## src/rtl/apb_cfg_loader.sv

```systemverilog
// Walks a combinational config table and writes each entry over APB; 4 cycles/entry with a 1-wait slave.
// Slave stalls hold the transfer until PREADY or TIMEOUT ACCESS cycles; i_abort ends the run after the current transfer.
module apb_cfg_loader #(
   parameter int ADDR_WIDTH  = 10,
   parameter int NUM_ENTRIES = 29,
   parameter int TIMEOUT     = 15
) (
   input  logic                  clk,
   input  logic                  rstn,
   input  logic                  i_start,
   input  logic                  i_abort,
   output logic [5:0]            o_tbl_idx,
   input  logic [ADDR_WIDTH-1:0] i_tbl_paddr,
   input  logic [31:0]           i_tbl_pwdata,
   output logic [ADDR_WIDTH-1:0] o_PADDR,
   output logic                  o_PSEL,
   output logic                  o_PENABLE,
   output logic                  o_PWRITE,
   output logic [31:0]           o_PWDATA,
   input  logic                  i_PREADY,
   output logic                  o_busy,
   output logic                  o_done,
   output logic [1:0]            o_err,
   output logic [5:0]            o_cnt
);

   localparam int WW = $clog2(TIMEOUT + 1);
   localparam logic [WW-1:0] WAIT_LAST = WW'(TIMEOUT - 1);
   localparam logic [5:0]    IDX_LAST  = 6'(NUM_ENTRIES - 1);
   localparam logic [1:0]    ERR_OK      = 2'b00;
   localparam logic [1:0]    ERR_TIMEOUT = 2'b01;
   localparam logic [1:0]    ERR_ABORT   = 2'b10;

   typedef enum logic [2:0] {IDLE, FETCH, SETUP, ACCESS, DONE} state_t;

   state_t         state;
   logic           abort_pend;
   logic [WW-1:0]  wait_cnt;
   logic           abort_now;

   // An abort raised in the very cycle it is checked counts as pending.
   assign abort_now = abort_pend | i_abort;

   always_ff @(posedge clk or negedge rstn) begin
      if (!rstn) begin
         state      <= IDLE;
         abort_pend <= 1'b0;
         wait_cnt   <= '0;
         o_tbl_idx  <= '0;
         o_PADDR    <= '0;
         o_PWDATA   <= '0;
         o_PSEL     <= 1'b0;
         o_PENABLE  <= 1'b0;
         o_PWRITE   <= 1'b0;
         o_busy     <= 1'b0;
         o_done     <= 1'b0;
         o_err      <= ERR_OK;
         o_cnt      <= '0;
      end else begin
         o_done <= 1'b0;
         case (state)
            IDLE: begin
               if (i_start) begin
                  o_tbl_idx  <= '0;
                  o_cnt      <= '0;
                  o_err      <= ERR_OK;
                  o_busy     <= 1'b1;
                  abort_pend <= 1'b0;
                  state      <= FETCH;
               end
            end
            FETCH: begin
               if (abort_now) begin
                  o_err  <= ERR_ABORT;
                  o_busy <= 1'b0;
                  o_done <= 1'b1;
                  state  <= DONE;
               end else begin
                  o_PADDR  <= i_tbl_paddr;
                  o_PWDATA <= i_tbl_pwdata;
                  o_PSEL   <= 1'b1;
                  o_PWRITE <= 1'b1;
                  wait_cnt <= '0;
                  state    <= SETUP;
               end
            end
            SETUP: begin
               if (i_abort) abort_pend <= 1'b1;
               o_PENABLE <= 1'b1;
               state     <= ACCESS;
            end
            ACCESS: begin
               if (i_PREADY) begin
                  o_cnt     <= o_cnt + 6'd1;
                  o_PSEL    <= 1'b0;
                  o_PENABLE <= 1'b0;
                  o_PWRITE  <= 1'b0;
                  if (abort_now || o_tbl_idx == IDX_LAST) begin
                     if (abort_now) o_err <= ERR_ABORT;
                     o_busy <= 1'b0;
                     o_done <= 1'b1;
                     state  <= DONE;
                  end else begin
                     o_tbl_idx <= o_tbl_idx + 6'd1;
                     state     <= FETCH;
                  end
               end else if (wait_cnt == WAIT_LAST) begin
                  // Timeout wins over a pending abort.
                  o_err     <= ERR_TIMEOUT;
                  o_PSEL    <= 1'b0;
                  o_PENABLE <= 1'b0;
                  o_PWRITE  <= 1'b0;
                  o_busy    <= 1'b0;
                  o_done    <= 1'b1;
                  state     <= DONE;
               end else begin
                  wait_cnt <= wait_cnt + 1'b1;
                  if (i_abort) abort_pend <= 1'b1;
               end
            end
            DONE: begin
               abort_pend <= 1'b0;
               state      <= IDLE;
            end
            default: state <= IDLE;
         endcase
      end
   end

endmodule

```

## config.mk

```make
export PLATFORM = sky130hd
export DESIGN_NAME = apb_cfg_loader
export DESIGN_NICKNAME = d
export VERILOG_FILES = /design/src/rtl/apb_cfg_loader.sv
export SDC_FILE = /design/constraint.sdc
export NUM_CORES = 1
export LEC_CHECK = 0
export ABC_AREA = 1
export BUFFER_PORTS_ARGS = -buffer_cell sky130_fd_sc_hd__buf_2
export CAP_MARGIN = 20
export CORE_ASPECT_RATIO = 1.2
export CORE_MARGIN = 4
export CORE_UTILIZATION = 50
export DETAILED_ROUTE_END_ITERATION = 8
export PLACE_DENSITY = 0.77
export SYNTH_ARGS = -nofsm -noshare
export SYNTH_HDL_FRONTEND = slang
export SYNTH_SLANG_ARGS = --single-unit
export TNS_END_PERCENT = 100
```

## constraint.sdc

```tcl
create_clock -name clk -period 1.75 [get_ports clk]
set_input_delay 0.175 -clock clk [delete_from_list [all_inputs] [get_ports clk]]
set_output_delay 0.175 -clock clk [all_outputs]
set_load 0.02 [all_outputs]
```

* Word-level counts from Yosys, hierarchy flattened
Index checks and enable logic that the tools add are counted.
Operators by class: $add $sub $neg 3, eq/ne operators 15, multiplexer cells 42, bitwise gates (word level) 2, reduce and logical (&&, ||, !) cells 17
Operators by type and width (number):
- 2-to-1 mux 6 bit | 4
- one-hot mux 6 bit (2 select lines) | 2
- AND reduction 4 bit | 4
- 2-to-1 mux 1 bit | 15
- 2-to-1 mux 3 bit | 5
- != test 2 bit, second input constant | 7
- adder 6 x 1 -> 6 bit, second input constant | 2
- 2-to-1 mux 4 bit | 3
- one-hot mux 3 bit (4 select lines) | 1
- 2-to-1 mux 2 bit | 5
- one-hot mux 4 bit (2 select lines) | 1
- == test 3 x 2 -> 1 bit, second input constant | 2
- == test 6 x 5 -> 1 bit, second input constant | 1
- != test 3 bit, second input constant | 2
- one-hot mux 1 bit (2 select lines) | 3
- one-hot mux 2 bit (3 select lines) | 1
- AND reduction 2 bit | 3
- AND reduction 3 bit | 2
- nonzero test 2 bit | 3
- AND reduction 5 bit | 1
- adder 4 x 1 -> 4 bit, second input constant | 1
- == test 4 bit, second input constant | 1
- one-hot mux 1 bit (4 select lines) | 1
- nonzero test 4 bit | 1
- 8 further kinds | 8
Word-level totals: register bits after elaboration 68, input port bits 47, output and inout port bits 61, word-level logic and storage cells 91

* Depth between registers and ports, before layout
word-level depth 5, mapped depth 11, mapped depth without buffers 10

* Worst setup path before layout
No wires, ideal clock.
kind register to register, from register o_tbl_idx[0], to register o_tbl_idx[4], library setup time 0.118 ns, data arrival time 1.360 ns, required time 1.632 ns, slack 0.272 ns, cell stages (with the launch flop) 12, buffers on the path 1, period minus slack after synthesis 1.478 ns, cell sequence dfrtp_1 -> inv_1 -> ha_1 -> inv_1 -> nor2_1 -> nand2_1 -> nand3_1 -> nand2_1 -> nand2_2 -> buf_6 -> nand2_1 -> o21ai_2
Between the ends: cells in the longest elaborated chain, start to end 4, elaborated cells between the ends (all ways) 8, classes of those cells add/sub (1); eq/ne (2); mux (3); reduce/logical (2)
RTL lines:
- start: declaration | RTL line 12 | output logic [5:0] o_tbl_idx,
- start signal: assignment | RTL line 104 | o_tbl_idx <= o_tbl_idx + 6'd1;
- adder 6 x 1 -> 6 bit or == test 6 x 5 -> 1 bit (tied branches) | RTL line 104, 98
- 2-to-1 mux 6 bit or logical OR 1 bit (tied branches) | RTL line 98 | if (abort_now || o_tbl_idx == IDX_LAST) begin
- 2-to-1 mux 6 bit or != test 2 bit (tied branches)
- one-hot mux 6 bit (2 select lines) or AND reduction 4 bit (tied branches)
Several ways; a longest one is shown, not always the timed one. The select of a mux whose other input is x is not followed. A chain may end at the register's enable or synchronous reset.

* Worst setup path after layout
from register state[1], to register o_PWDATA[18]
Between the ends: cells in the longest elaborated chain, start to end 2
RTL lines:
- start: declaration | RTL line 36 | state_t state;
- start signal: assignment | RTL line 46 | state <= IDLE;
- start signal: assignment | RTL line 69 | state <= FETCH;
- start signal: assignment | RTL line 77 | state <= DONE;
- == test 3 x 1 -> 1 bit | RTL line 61 | case (state)
- AND reduction 2 bit (no source line)
- end signal: assignment | RTL line 80 | o_PWDATA <= i_tbl_pwdata;
- end: declaration | RTL line 19 | output logic [31:0] o_PWDATA,
Every way passes these cells.

==> flow_summary_export.csv <==
group,metric,value,unit
clock_tree,root_buffer,"clkbuf_8",
global_routing,grt.overflow.total,0,
sta,setup_viol,0,
critical_path,r2r_slack,0.20,ns
layout,fin_cells,565,
routing,drtAntennaViolNets,0,
sta,slew_viol_final,0,
die,die_h,94.35,µm
placed_design,place.gp.congestion,0.8182,
sta,relSlewSlack,54.02,%
global_routing,track_usage,20.24,%
die,fp.dieW,79.96,µm
sta,fmax,0.6470,GHz
global_routing,grt_pass1_vias,2699,
placed_design,io_buffers,107,
placed_design,placed_cell_area,3680,µm²
clock_tree,cts_sinks,68,
synthesis,avgSynthCellArea,8.442,µm²
critical_path,cpMaxStageDelayCell,"inv_2",
routing,drt_iter0_drc,117,
synthesis,yosys_warnings,0,
pwr,peakVddDrop,1.044,mV
layout,fin_nets,530,
placed_design,dp_hpwl,5.224,mm
clock_tree,clkLatencyLatePin,0.34,ns
synthesis,synth_nets,420,
routing,drt_wl_total,6.969,mm
die,core_area,6051,µm²
critical_path,crit_fanout,44,
synthesis,ys_types,29,
global_routing,grt_antenna_before_repair,0,
critical_path,critical_path.max_stage_delay,0.50,ns
routing,wl_per_cell,12.33,µm
pwr,power_leakage,2.206,nW
pwr,p_per_area,1722,nW/µm²
die,io_pins,108,
sta,post-route-min-period,1.546,ns
clock_tree,clk_pin_slew,0.08,ns
critical_path,critPathCaptureType,"register",
job,max_cap_violations,0,
die,rows,31,
global_routing,grt_pass1_wl,11.96,mm
critical_path,critPathRequiredTime,2.03,ns
sta,setup_ws,0.2044,ns
critical_path,cp-start-kind,"register",
synthesis,syn_area,3107,µm²
sta,setup_tns,0,ns
critical_path,crit_arrival,1.82,ns
clock_tree,cts_buffer_depth,2,
clock_tree,numCtsBuffers,9,
sta,rsz0062_at_grt,"false",
sta,final_hold_viol_count,0,
sta,worstMarginPinSlew,0.6887,ns
routing,vias,2738,
layout,syn_to_final_growth,25.09,%
layout,antennaDiodeCount,0,
die,die-area,7544,µm²
synthesis,synth-seq-cells,68,
clock_tree,cts_htree_levels,3,
routing,drc_errors,0,
pwr,finalPower,6.693,mW
placed_design,pre_cts_slack,0.1858,ns
global_routing,grt_max_degree,53,
synthesis,synth_cells,368,
routing,via_per_inst,4.846,
routing,firstDrtPassIters,4,
sta,period_share,88.32,%
clock_tree,cts_setup_buffers,0,
synthesis,ys_seq_area_share,54.77,%
worst_hold_path,hp-class,"input port to register",
sta,finClkSkew,0.01008,ns
layout,fillers,525,
critical_path,path_cells,"inv_2 > nand3_2 > nor2_4 > inv_2 > nand2_1 > nand2_1",
die,initial_core_util,51.34,%
layout,drive_gt1_share,31.06,%
critical_path,critPathKind,"register to register",
placed_design,placedCellCount,548,
clock_tree,cts_tree,"built",
status,status,"completed",
layout,finalInstanceArea,3886,µm²
## through the flow
| step | util [%] | hold slack (ns) |
|---|---|---|
| 3_3_place_gp | 60.81 | 0.1397 |
| 5_1_grt | 64.23 | 0.01120 |
| 3_5_place_dp | 60.81 | 0.1315 |
| 6_report | 64.23 | 0.03096 |
| 4_1_cts | 64.16 | 0.01134 |
| 2_1_floorplan | - | -0.1206 |
## final cells by class
class                           instances  area (µm²)  share of cell area [%]
Tap cell                               82       102.6                   2.640
Clock buffer                           10       127.6                   3.284
Timing Repair Buffer                  111       580.6                   14.94
Clock inverter                          6       65.06                   1.674
Inverter                               28       105.1                   2.704
Sequential cell                        68        1703                   43.82
Multi-Input combinational cell        260        1202                   30.94
## Yosys cell counts
library cell  count  area share [%]
a21o_1            1            0.24
a21oi_1           3            0.48
a22o_1            1            0.28
a31o_2            2            0.56
buf_2             5            0.81
buf_4             1            0.24
buf_6             6             2.2
dfrtp_1          68              55
ha_1              5             2.0
inv_1            22             2.7
inv_2             6            0.72
nand2_1         175              21
nand2_2           2            0.40
nand3_1          18             2.9
nand3_2           2            0.64
nand3_4           1            0.56
nand3b_1          1            0.24
nand4_1           4            0.81
nor2_1           13             1.6
nor2_2            1            0.20
nor2_4            1            0.36
o21ai_0          11             1.8
o21ai_1           5            0.81
o21ai_2           6             1.7
o21bai_1          3            0.72
o31ai_1           1            0.24
or2_2             2            0.40
xnor2_1           1            0.28
xor2_1            1            0.28
## path summary, 6_finish.rpt
| check | end | cells after the start | from |
|---|---|---|---|
| max | o_PWDATA[18] | 6 | state[1] |
| min | o_PWDATA[11] | 3 | i_tbl_pwdata[11] |
| max reg2reg | o_PWDATA[18] | 6 | state[1] |
| min reg2reg | o_PWDATA[11] | 2 | o_PWDATA[11] |
| max in group asynchronous | state[0] | 3 | rstn |
| min in group asynchronous | o_tbl_idx[4] | 2 | rstn |
## flip-flops by register name (all words and copies together), names as in the netlist
signal / cells
o_done: 1
wait_cnt: 4
o_cnt: 6
o_PENABLE: 1
o_tbl_idx: 6
abort_pend: 1
o_PWRITE: 1
state: 3
o_err: 2
o_PADDR: 10
o_busy: 1
o_PWDATA: 32
## repair_timing
| item | 4_1_cts | 5_1_grt |
|---|---|---|
| hold buffers | 1 | 0 |
| endpoints found under the hold margin | 16 | 0 |
| resized for setup | 0 | 2 |
| endpoints found under the setup margin | 0 | 1 |
## per-layer routing
layer / track usage, % / wire length (µm) / vias to the layer above
met4: 7.183 / 101 / 0
met1: 23.73 / 2928 / 1281
li1: - / - / 1365
met2: 34.60 / 3397 / 84
met3: 6.679 / 541 / 8
met5: 0 / 0 / -
## kinds of logic (layout without fill, tap and decap cells)
logic type / count (synthesis) / in the layout / share of synthesized area (%)
AND/OR/NAND/NOR: 220 / 220 / 29.24
buffers and inverters: 40 / 155 / 6.605
AO/OA/AOI/OAI: 33 / 33 / 6.806
XOR/XNOR: 2 / 2 / 0.5639
flip-flops: 68 / 68 / 54.77
adder cells (fa/ha/maj): 5 / 5 / 2.014
## placed cells by master, fill, tap and decap left out, types with 3 or more instances in the layout
| cell type | n |
|---|---|
| nand2_1 | 174 |
| buf_2 | 107 |
| dfrtp_1 | 67 |
| inv_1 | 22 |
| nand3_1 | 18 |
| nor2_1 | 13 |
| o21ai_0 | 11 |
| clkbuf_8 | 9 |
| inv_2 | 6 |
| o21ai_2 | 6 |
| o21ai_1 | 5 |
| ha_1 | 5 |
| nand4_1 | 4 |
| nand2_2 | 3 |
| a21oi_1 | 3 |
| o21bai_1 | 3 |
## power breakdown
part	total, mW	internal [mW]	switching, mW	leakage (nW)
Combinational	2.88	0.903	1.98	1.24
Clock	1.25	0.658	0.592	0.0962
Sequential	2.56	2.18	0.383	0.871
Total	6.69	3.74	2.96	2.21
## critical path: cells and delay by family, from the launching register on
family | cells | cell delay [ns]
DFF | 1 | 0.48
and+or+nand+nor | 4 | 0.39
buffers and inverters | 2 | 0.60
No activity file was read; power rests on OpenSTA's default activity.
